## src/rtl/regfile_write_arbiter_if.sv

```systemverilog
// regfile_write_arbiter_if: one requester's valid/ready write channel into the arbiter.
// Signals: valid (write pending), addr (destination register), data (write data),
// ready (request accepted this cycle). master = requester side, slave = arbiter side.
interface regfile_write_arbiter_if #(
    parameter int DATA_W = 8,
    parameter int ADDR_W = 3
);
    logic              valid;
    logic [ADDR_W-1:0] addr;
    logic [DATA_W-1:0] data;
    logic              ready;
    modport master (output valid, addr, data, input ready);
    modport slave  (input valid, addr, data, output ready);
endinterface

```

## src/rtl/regfile_write_arbiter.sv

```systemverilog
// regfile_write_arbiter: round-robin arbiter merging two register-file write requesters.
// Ports: clk, rst (sync active-high), hold (blocks all grants), a (ALU writeback) and
// b (load unit) requester channels, write_addr/write_data/write_enable (registered
// register-file write port, one cycle after the transfer), last_grant_b (1 if the most
// recent grant went to B). Defining REGFILE_ARB_STATS_EN adds conflict_cnt, a saturating
// 8-bit count of cycles where both requesters are valid and hold is low.
module regfile_write_arbiter #(
    parameter int DATA_W = 8,
    parameter int ADDR_W = 3
) (
    input  logic                   clk,
    input  logic                   rst,
    input  logic                   hold,
    regfile_write_arbiter_if.slave a,
    regfile_write_arbiter_if.slave b,
    output logic [ADDR_W-1:0]      write_addr,
    output logic [DATA_W-1:0]      write_data,
    output logic                   write_enable,
    output logic                   last_grant_b
`ifdef REGFILE_ARB_STATS_EN
    ,
    output logic [7:0]             conflict_cnt
`endif
);
    // prio_b set means B wins when both requesters are valid
    logic prio_b;
    logic grant_a;
    logic grant_b;
    // Grants look only at valids, hold, rst and the pointer, never at the other ready
    always_comb begin
        grant_a = !rst && !hold && a.valid && !(b.valid && prio_b);
        grant_b = !rst && !hold && b.valid && !(a.valid && !prio_b);
    end
    assign a.ready = grant_a;
    assign b.ready = grant_b;
    always_ff @(posedge clk) begin
        if (rst) begin
            write_enable <= 1'b0;
            write_addr   <= '0;
            write_data   <= '0;
            last_grant_b <= 1'b0;
            prio_b       <= 1'b0;
        end else begin
            write_enable <= grant_a || grant_b;
            if (grant_a || grant_b) begin
                write_addr   <= grant_b ? b.addr : a.addr;
                write_data   <= grant_b ? b.data : a.data;
                last_grant_b <= grant_b;
                prio_b       <= !grant_b;
            end
        end
    end
`ifdef REGFILE_ARB_STATS_EN
    logic conflict;
    assign conflict = a.valid && b.valid && !hold;
    always_ff @(posedge clk) begin
        if (rst)
            conflict_cnt <= '0;
        else if (conflict && conflict_cnt != 8'hFF)
            conflict_cnt <= conflict_cnt + 8'd1;
    end
`endif
endmodule
```

## src/flat_wrapper.sv

```systemverilog
// flat-port wrapper written by rule: the top's interface ports become plain ports
module regfile_write_arbiter_flat 
#(
    parameter int DATA_W = 8,
    parameter int ADDR_W = 3
)
  (clk, rst, hold, write_addr, write_data, write_enable, last_grant_b, a_valid, a_addr, a_data, a_ready, b_valid, b_addr, b_data, b_ready);
  regfile_write_arbiter_if #(.DATA_W(DATA_W), .ADDR_W(ADDR_W)) a_i ();
  regfile_write_arbiter_if #(.DATA_W(DATA_W), .ADDR_W(ADDR_W)) b_i ();
  input  logic clk;
  input  logic rst;
  input  logic hold;
  output logic [ADDR_W-1:0] write_addr;
  output logic [DATA_W-1:0] write_data;
  output logic write_enable;
  output logic last_grant_b;
  input wire logic [$bits(a_i.valid)-1:0] a_valid;
  input wire logic [$bits(a_i.addr)-1:0] a_addr;
  input wire logic [$bits(a_i.data)-1:0] a_data;
  output wire logic [$bits(a_i.ready)-1:0] a_ready;
  input wire logic [$bits(b_i.valid)-1:0] b_valid;
  input wire logic [$bits(b_i.addr)-1:0] b_addr;
  input wire logic [$bits(b_i.data)-1:0] b_data;
  output wire logic [$bits(b_i.ready)-1:0] b_ready;
  assign a_i.valid = a_valid;
  assign a_i.addr = a_addr;
  assign a_i.data = a_data;
  assign a_ready = a_i.ready;
  assign b_i.valid = b_valid;
  assign b_i.addr = b_addr;
  assign b_i.data = b_data;
  assign b_ready = b_i.ready;
  regfile_write_arbiter #(.DATA_W(DATA_W), .ADDR_W(ADDR_W)) u_core (.clk(clk), .rst(rst), .hold(hold), .a(a_i), .b(b_i), .write_addr(write_addr), .write_data(write_data), .write_enable(write_enable), .last_grant_b(last_grant_b));
endmodule
```

## config.mk

```make
export PLATFORM = sky130hd
export DESIGN_NAME = regfile_write_arbiter_flat
export DESIGN_NICKNAME = d
export VERILOG_FILES = /design/src/rtl/regfile_write_arbiter_if.sv /design/src/rtl/regfile_write_arbiter.sv /design/src/flat_wrapper.sv
export SDC_FILE = /design/constraint.sdc
export NUM_CORES = 1
export LEC_CHECK = 0
export BUFFER_PORTS_ARGS = -buffer_cell sky130_fd_sc_hd__buf_4
export CELL_PAD_IN_SITES_DETAIL_PLACEMENT = 0
export CELL_PAD_IN_SITES_GLOBAL_PLACEMENT = 2
export CORE_MARGIN = 2
export CORE_UTILIZATION = 24
export DETAILED_ROUTE_END_ITERATION = 8
export PLACE_DENSITY_LB_ADDON = 0.1
export SLEW_MARGIN = 20
export SYNTH_ARGS = -nofsm -noshare
export SYNTH_HDL_FRONTEND = slang
export SYNTH_SLANG_ARGS = --single-unit
export TNS_END_PERCENT = 100
```

## constraint.sdc

```tcl
create_clock -name clk -period 2.6 [get_ports clk]
set_clock_uncertainty 0.05 [all_clocks]
set_input_delay 0 -clock clk [delete_from_list [all_inputs] [get_ports clk]]
set_output_delay 0 -clock clk [all_outputs]
set_load 0.01 [all_outputs]
```

[After elaboration in Yosys (flattened, before gate mapping)]
Cells that the tools add are included.
Operators by class
  multiplexer cells: 2
  reductions and logical operators: 14
Operators with widths (count)
  8-bit two-way mux: 1
  1-bit logical AND: 7
  1-bit zero test: 6
  3-bit two-way mux: 1
  1-bit logical OR: 1
Word-level totals
  flip-flop bits (word level): 14
  bits of input ports: 27
  output and inout bits: 15

[Longest topological paths before layout]
Gate-level depths: netlist of run 1.
  depth in word-level cells: 5
  depth in mapped cells: 4
  gate-level depth less buffers: 3

[Least setup slack after synthesis of run 1]
OpenSTA, ideal clock, no wires.
  kind: register to register
  start: register u_core.prio_b
  end: register u_core.write_data[7]
  arrival time: 0.988 ns
  required time: 2.459 ns
  slack: 1.471 ns
  stages on the path, launching flop included: 5
  buffers on the path: 1
  clock period less this slack: 1.129 ns
  cells stage by stage: dfxtp_1 -> and2b_1 -> buf_4 -> o21ai_2 -> a311oi_1
Between the ends
  word-level cells in the longest chain between the ends: 5
  elaborated cells between the ends (all ways): 9
  classes of those cells: mux: 1; reduce/logical: 8
Ends and longest elaborated chain
  start, declared: RTL line regfile_write_arbiter.sv:26  | logic prio_b;
  start signal, assigned: RTL line regfile_write_arbiter.sv:49  | prio_b <= !grant_b;
  1-bit zero test: RTL line regfile_write_arbiter.sv:32  | grant_b = !rst && !hold && b.valid && !(a.valid && !prio_b);
  1-bit logical AND: RTL line regfile_write_arbiter.sv:32
  1-bit zero test: RTL line regfile_write_arbiter.sv:32
  1-bit logical AND: RTL line regfile_write_arbiter.sv:32
  8-bit two-way mux / 1-bit logical OR (equally long branches): RTL line regfile_write_arbiter.sv:47, regfile_write_arbiter.sv:45
  end signal, assigned: RTL line regfile_write_arbiter.sv:47  | write_data <= grant_b ? b.data : a.data;
  end, declared: RTL line regfile_write_arbiter.sv:17  | output logic [DATA_W-1:0] write_data,
Parallel ways exist; a longest one is shown, timed or not.
A chain may end at the register's enable or synchronous reset.

[Final worst setup path of run 1]
  start: register u_core.prio_b
  end: register u_core.write_data[5]
Same word-level chain as after synthesis.

==> flow_metrics.tcl, run 1 <==
set metrics [dict create \
    status "finished, final reports clean" \
    die_area_um2 3541 \
    drive_gt1_share_pct 39.72 \
    drt_iter0_markers 37 \
    cts_tree "yes" \
    design_area_um2 1305 \
    wl_mm 2.666 \
    setup_viol 0 \
    grt_max_degree 25 \
    vias_per_cell 5.184 \
    arrival_ns 2.29 \
    grt_pass1_vias 868 \
    nNetsFinal 169 \
    synth_cell_types 23 \
    worstSetupPathType "register to register" \
    ys_ff_latch 14 \
    max-clock-path-buffers 2 \
    period_needed_ns 2.098 \
    relSlewSlack_pct 58.09 \
    synth_nets 108 \
    final_common_cell "buf_4" \
    endpoint_kind "register" \
    grt.busiest_layer "met2" \
    io_buffers 41 \
    tightest_slew_ns 0.6286 \
    grt_use_met2_pct 25.12 \
    dp_hpwl_mm 1.576 \
    core_um2 3003 \
    layout_common_cells "buf_4, dlygate4sd3_1, dfxtp_1" \
    fp.dieH_um 59.51 \
    fill_cells 317 \
    cts_resized 0 \
    critical_path_required_ns 2.80 \
    postRouteAntennaNets 0 \
    hold_viol 0 \
    peakVddDrop_uv 192.2 \
    cp_max_fo 13 \
    synthCells 81 \
    num_rows 20 \
    cts.sinks 14 \
    syn_avg_cell_area_um2 9.129 \
    io_pins 42 \
    hold_buffers 24 \
    max_freq_mhz 476.7 \
    setup_ws_ns 0.5024 \
    holdCritPathClass "input pin to register" \
    yosysSeqAreaShare_pct 37.90 \
    grt_setup_unrepaired "false" \
    dr.pass1.iters 4 \
    antenna_found_initial 0 \
    place_area_um2 1028 \
    numCtsBuffers 3 \
    start_util_pct 24.62 \
    cp-start-kind "register" \
    cts-root-buf "clkbuf_4" \
    drv_cap 0 \
    routedWlPerCell_um 15.32 \
    drv_slew 0 \
    rrSetupSlack_ns 0.50 \
    grt_use_total_pct 15.36 \
    syn-cell-area_um2 739.5 \
    ys.warnings.count 0 \
    fp.dieW_um 59.51 \
    clk_latency_ns 0.30 \
    power.static_leakage_nw 0.5490 \
    powerDensity_nw_per_um2 432.7 \
    yosys.area.top_type "dfxtp_1" \
    vias 902 \
    met1_usage_pct 19.76 \
    antennaDiodeCount 0 \
    h-tree-depth 1 \
    clkSlewWorstSetupHoldPaths_ns 0.10 \
    post-route-period-util_pct 80.68 \
    areaGrowthSynthToFinish_pct 76.48 \
    fin_tns_setup_ns 0 \
    fin_util_pct 43.46 \
    place_ws_ns 1.069 \
    synth_top_area_share_pct 37.90 \
    postCtsSetupRepairBufs 0 \
    grt_util_met3_pct 2.620 \
    grt_pass1_wl_mm 4.043 \
    grt_overflow 0 \
    yosys-top-cells-area "dfxtp_1, a311oi_1, o21ai_2" \
    gp_congestion 0.6861 \
    drc_errors 0 \
]
-- worst paths after layout --
check,depth (start not counted),from,end
worst max-delay path,4,u_core.prio_b,u_core.write_data[5]
worst min-delay path,2,rst,u_core.last_grant_b
worst max register to register,4,u_core.prio_b,u_core.write_data[5]
worst min register to register,2,u_core.last_grant_b,u_core.last_grant_b
-- worst max-delay path: stages (launching register included) --
cell	delay, ns
dfxtp_1	0.34
and2b_1	0.60
o21ai_0	0.20
a311oi_1	0.28
dlygate4sd3_1	0.58
-- state kept, by name, indices dropped and copies added (netlist names) --
signal,flops
u_core.last_grant_b,1
u_core.write_addr,3
u_core.write_data,8
u_core.write_enable,1
u_core.prio_b,1
-- layout make-up --
cell class	instances	area, µm²	share of cell area [%]
flip-flops and latches	14	280.3	21.48
repair buffers	65	548.0	41.99
clock buffers	4	36.28	2.780
well taps	33	41.29	3.164
multi-input cells	57	395.4	30.30
inverters	1	3.754	0.2876
-- per-stage QoR --
step	power, mW	instances	hold slack [ns]
6_report	0.5647	174	0.02682
5_1_grt	0.5937	174	0.03575
4_1_cts	0.5692	174	0.02454
3_5_place_dp	0.3703	146	0.2381
3_3_place_gp	0.3696	146	0.2343
2_1_floorplan	0.3064	81	0.02214
-- cell families after synthesis --
kind of cell | count (synthesis) | synth area share, %
and+or+nand+nor | 22 | 19.46
DFF | 14 | 37.90
buffers and inverters | 10 | 8.628
AOI/OAI and AO/OA | 35 | 34.01
-- metal layers --
metal  wire length (µm)  up-vias
li1                   -      443
met1               1234      420
met2               1244       34
met3                146        5
met4                 40        0
met5                  0        -
-- synthesized netlist by cell type --
master     n
a21oi_1   11
or3b_4     1
and2b_1    1
buf_4      2
nand2_1    1
dfxtp_1   14
o22ai_1    1
or2_1      1
and2_4     1
nor2_1     2
inv_1      1
nor2b_1    1
nand2b_1   1
o32ai_1    1
buf_6      2
buf_2      3
nor2_4     1
a311oi_1  11
o21ai_2    8
clkbuf_1   2
nand4_1   11
o21ai_0    3
and3_1     1
-- power breakdown --
part	switching (mW)	total, mW	internal, mW	leakage [nW]
registers	0.00709	0.236	0.228	0.115
clock network	0.0835	0.169	0.0854	0.0210
logic	0.0717	0.160	0.0886	0.413
(Power assumes the default switching activity.)
==> inputs of run 2 (changes only) <==
--- a/config.mk
+++ b/config.mk
@@ -5,11 +5,12 @@
 export SDC_FILE = /design/constraint.sdc
 export NUM_CORES = 1
 export LEC_CHECK = 0
+export ABC_AREA = 1
 export BUFFER_PORTS_ARGS = -buffer_cell sky130_fd_sc_hd__buf_4
 export CELL_PAD_IN_SITES_DETAIL_PLACEMENT = 0
 export CELL_PAD_IN_SITES_GLOBAL_PLACEMENT = 2
 export CORE_MARGIN = 2
-export CORE_UTILIZATION = 24
+export CORE_UTILIZATION = 20
 export DETAILED_ROUTE_END_ITERATION = 8
 export PLACE_DENSITY_LB_ADDON = 0.1
 export SLEW_MARGIN = 20
==> constraint.sdc (replaced) <==
create_clock -name clk -period 1.8 [get_ports clk]
set_clock_uncertainty 0.05 [all_clocks]
set_input_delay 0 -clock clk [delete_from_list [all_inputs] [get_ports clk]]
set_output_delay 0 -clock clk [all_outputs]
set_load 0.01 [all_outputs]
==> flow_metrics.tcl, run 2 <==
set metrics [dict create \
    synth_xor_area_share_pct 0 \
    cts_resized 0 \
    top_register "u_core.write_data" \
    synth_top_family_by_area "simple AND/OR/NAND/NOR gates" \
    drc_errors 0 \
    synth-compound-area-share_pct 0 \
    power_uw 851.9 \
    drt_iter0_markers 20 \
    num_rows 23 \
    dp_hpwl_mm 1.528 \
    powerDensity_nw_per_um2 701.2 \
    peakVddDrop_uv 170.3 \
    syn-cell-area_um2 844.6 \
    clkSlewWorstSetupHoldPaths_ns 0.06 \
    h-tree-depth 1 \
    ys.warnings.count 0 \
    tightest_slew_ns 0.4593 \
    arrival_ns 1.54 \
    nNetsFinal 191 \
    synth_nets 149 \
    synth_adder_area_share_pct 0 \
    gp_congestion 0.6043 \
    setup_viol 0 \
    fill_cells 472 \
    cts_tree "yes" \
    yosys-top-cells-area "dfxtp_1, nor2_1, nand2_1" \
    vias 810 \
    syn_avg_cell_area_um2 6.923 \
    synth-simple-area-share_pct 51.85 \
    synth_ff_type "dfxtp_1" \
    cts-root-buf "clkbuf_8" \
    synth.most_common_cell "nor2_1" \
    areaGrowthSynthToFinish_pct 43.85 \
    hold_viol 0 \
    place_area_um2 1160 \
    grt_use_total_pct 10.16 \
    hold_buffers 0 \
    synth_edf_count 0 \
    max_freq_mhz 691.6 \
    die_area_um2 4759 \
    drv_slew 0 \
    antennaDiodeCount 0 \
    power.static_leakage_nw 0.6837 \
    grt_overflow 0 \
    drv_cap 0 \
    rrSetupSlack_ns 0.35 \
    synth_top_area_share_pct 33.19 \
    async_reset_ff_share_pct 0 \
    largest_reg_flops 8 \
    fp.dieH_um 68.99 \
    worstSetupPathType "register to register" \
    postRouteAntennaNets 0 \
    synth_cell_types 15 \
    critical_path_required_ns 1.90 \
    dr.pass1.iters 4 \
    layout_common_cells "buf_4, nor2_1, nand2_1, inv_1, dfxtp_1" \
    synthCells 122 \
    vias_per_cell 3.803 \
    yosysSeqAreaShare_pct 33.19 \
    grt_pass1_vias 743 \
    drive_gt1_share_pct 39.26 \
    relSlewSlack_pct 69.34 \
    regArea_um2 280.3 \
    status "finished, final reports clean" \
    io_buffers 41 \
    grt_pass1_wl_mm 3.456 \
    antenna_found_initial 0 \
    max-clock-path-buffers 2 \
    clk_latency_ns 0.24 \
    numCtsBuffers 3 \
    design_area_um2 1215 \
    cts.sinks 14 \
    grt_setup_unrepaired "false" \
    core_um2 4029 \
    synthTopCellsByCount "nor2_1, nand2_1, inv_1" \
    synth_mux_area_share_pct 0 \
    wl_mm 2.094 \
    start_util_pct 20.96 \
    ys_ff_latch 14 \
    fp.dieW_um 68.99 \
    endpoint_kind "register" \
    cp_max_fo 28 \
    cp-start-kind "register" \
    holdCritPathClass "input pin to register" \
    period_needed_ns 1.446 \
    io_pins 42 \
    routedWlPerCell_um 9.831 \
    multiInputGateArea_um2 437.9 \
    final_common_cell "buf_4" \
    top_regs "u_core.write_data: 8 flops, u_core.write_addr: 3 flops" \
    post-route-period-util_pct 80.33 \
    fin_tns_setup_ns 0 \
    grt_max_degree 29 \
    yosys.area.top_type "dfxtp_1" \
    postCtsSetupRepairBufs 0 \
]
==> run 2: per-layer routing <==
layer / GRT usage [%] / vias up / part of all wire [%] / routed length (µm)
li1: - / 444 / - / -
met1: 12.28 / 340 / 44 / 913
met2: 16.47 / 24 / 48 / 997
met3: 2.273 / 2 / 7.1 / 149
met4: 5.882 / 0 / 1.6 / 34
met5: 0 / - / 0 / 0
==> run 2: layout make-up <==
class / count / share of cell area (%)
Tap cell: 50 / 5.149
Inverter: 15 / 4.634
Timing Repair Buffer: 43 / 26.57
Clock buffer: 4 / 4.531
Multi-Input combinational cell: 87 / 36.05
Sequential cell: 14 / 23.07
==> run 2: report_power, final <==
| part | switching [mW] | total [mW] | internal (mW) |
|---|---|---|---|
| clock | 0.120 | 0.313 | 0.194 |
| combinational | 0.0907 | 0.194 | 0.103 |
| sequential | 0.0110 | 0.345 | 0.334 |
| total | 0.221 | 0.852 | 0.630 |
==> run 2: through the flow <==
| step | std cells | utilization (%) | hold slack, ns | worst slack, ns |
|---|---|---|---|---|
| floorplan | 122 | - | 0.1317 | 0.6827 |
| global placement | 209 | 28.79 | 0.2520 | 0.3656 |
| detailed placement | 209 | 28.79 | 0.2700 | 0.3335 |
| CTS | 213 | 30.16 | 0.005136 | 0.3247 |
| global route | 213 | 30.16 | 0.02780 | 0.1342 |
| finish | 213 | 30.16 | 0.01036 | 0.3541 |
==> run 2: cell families (layout without fill, tap and decap cells) <==
family | Yosys count | after routing
flops | 14 | 14
simple gates | 87 | 87
buf+inv | 21 | 62
==> run 2: worst max-delay path: stages, from the launching register on <==
cell and delay, ns:
dfxtp_1 0.35, inv_1 0.05, nand2_1 0.09, nand3_4 0.27
buf_4 0.29, nand2_1 0.07, nand2_2 0.05, nor2_1 0.09
nor2_1 0.04
==> run 2: path summary, 6_finish.rpt <==
path / start / end / depth (start not counted)
max: u_core.prio_b / u_core.write_data[1] / 8
min: a_data[6] / u_core.write_data[6] / 5
max reg2reg: u_core.prio_b / u_core.write_data[1] / 8
min reg2reg: u_core.last_grant_b / u_core.last_grant_b / 2
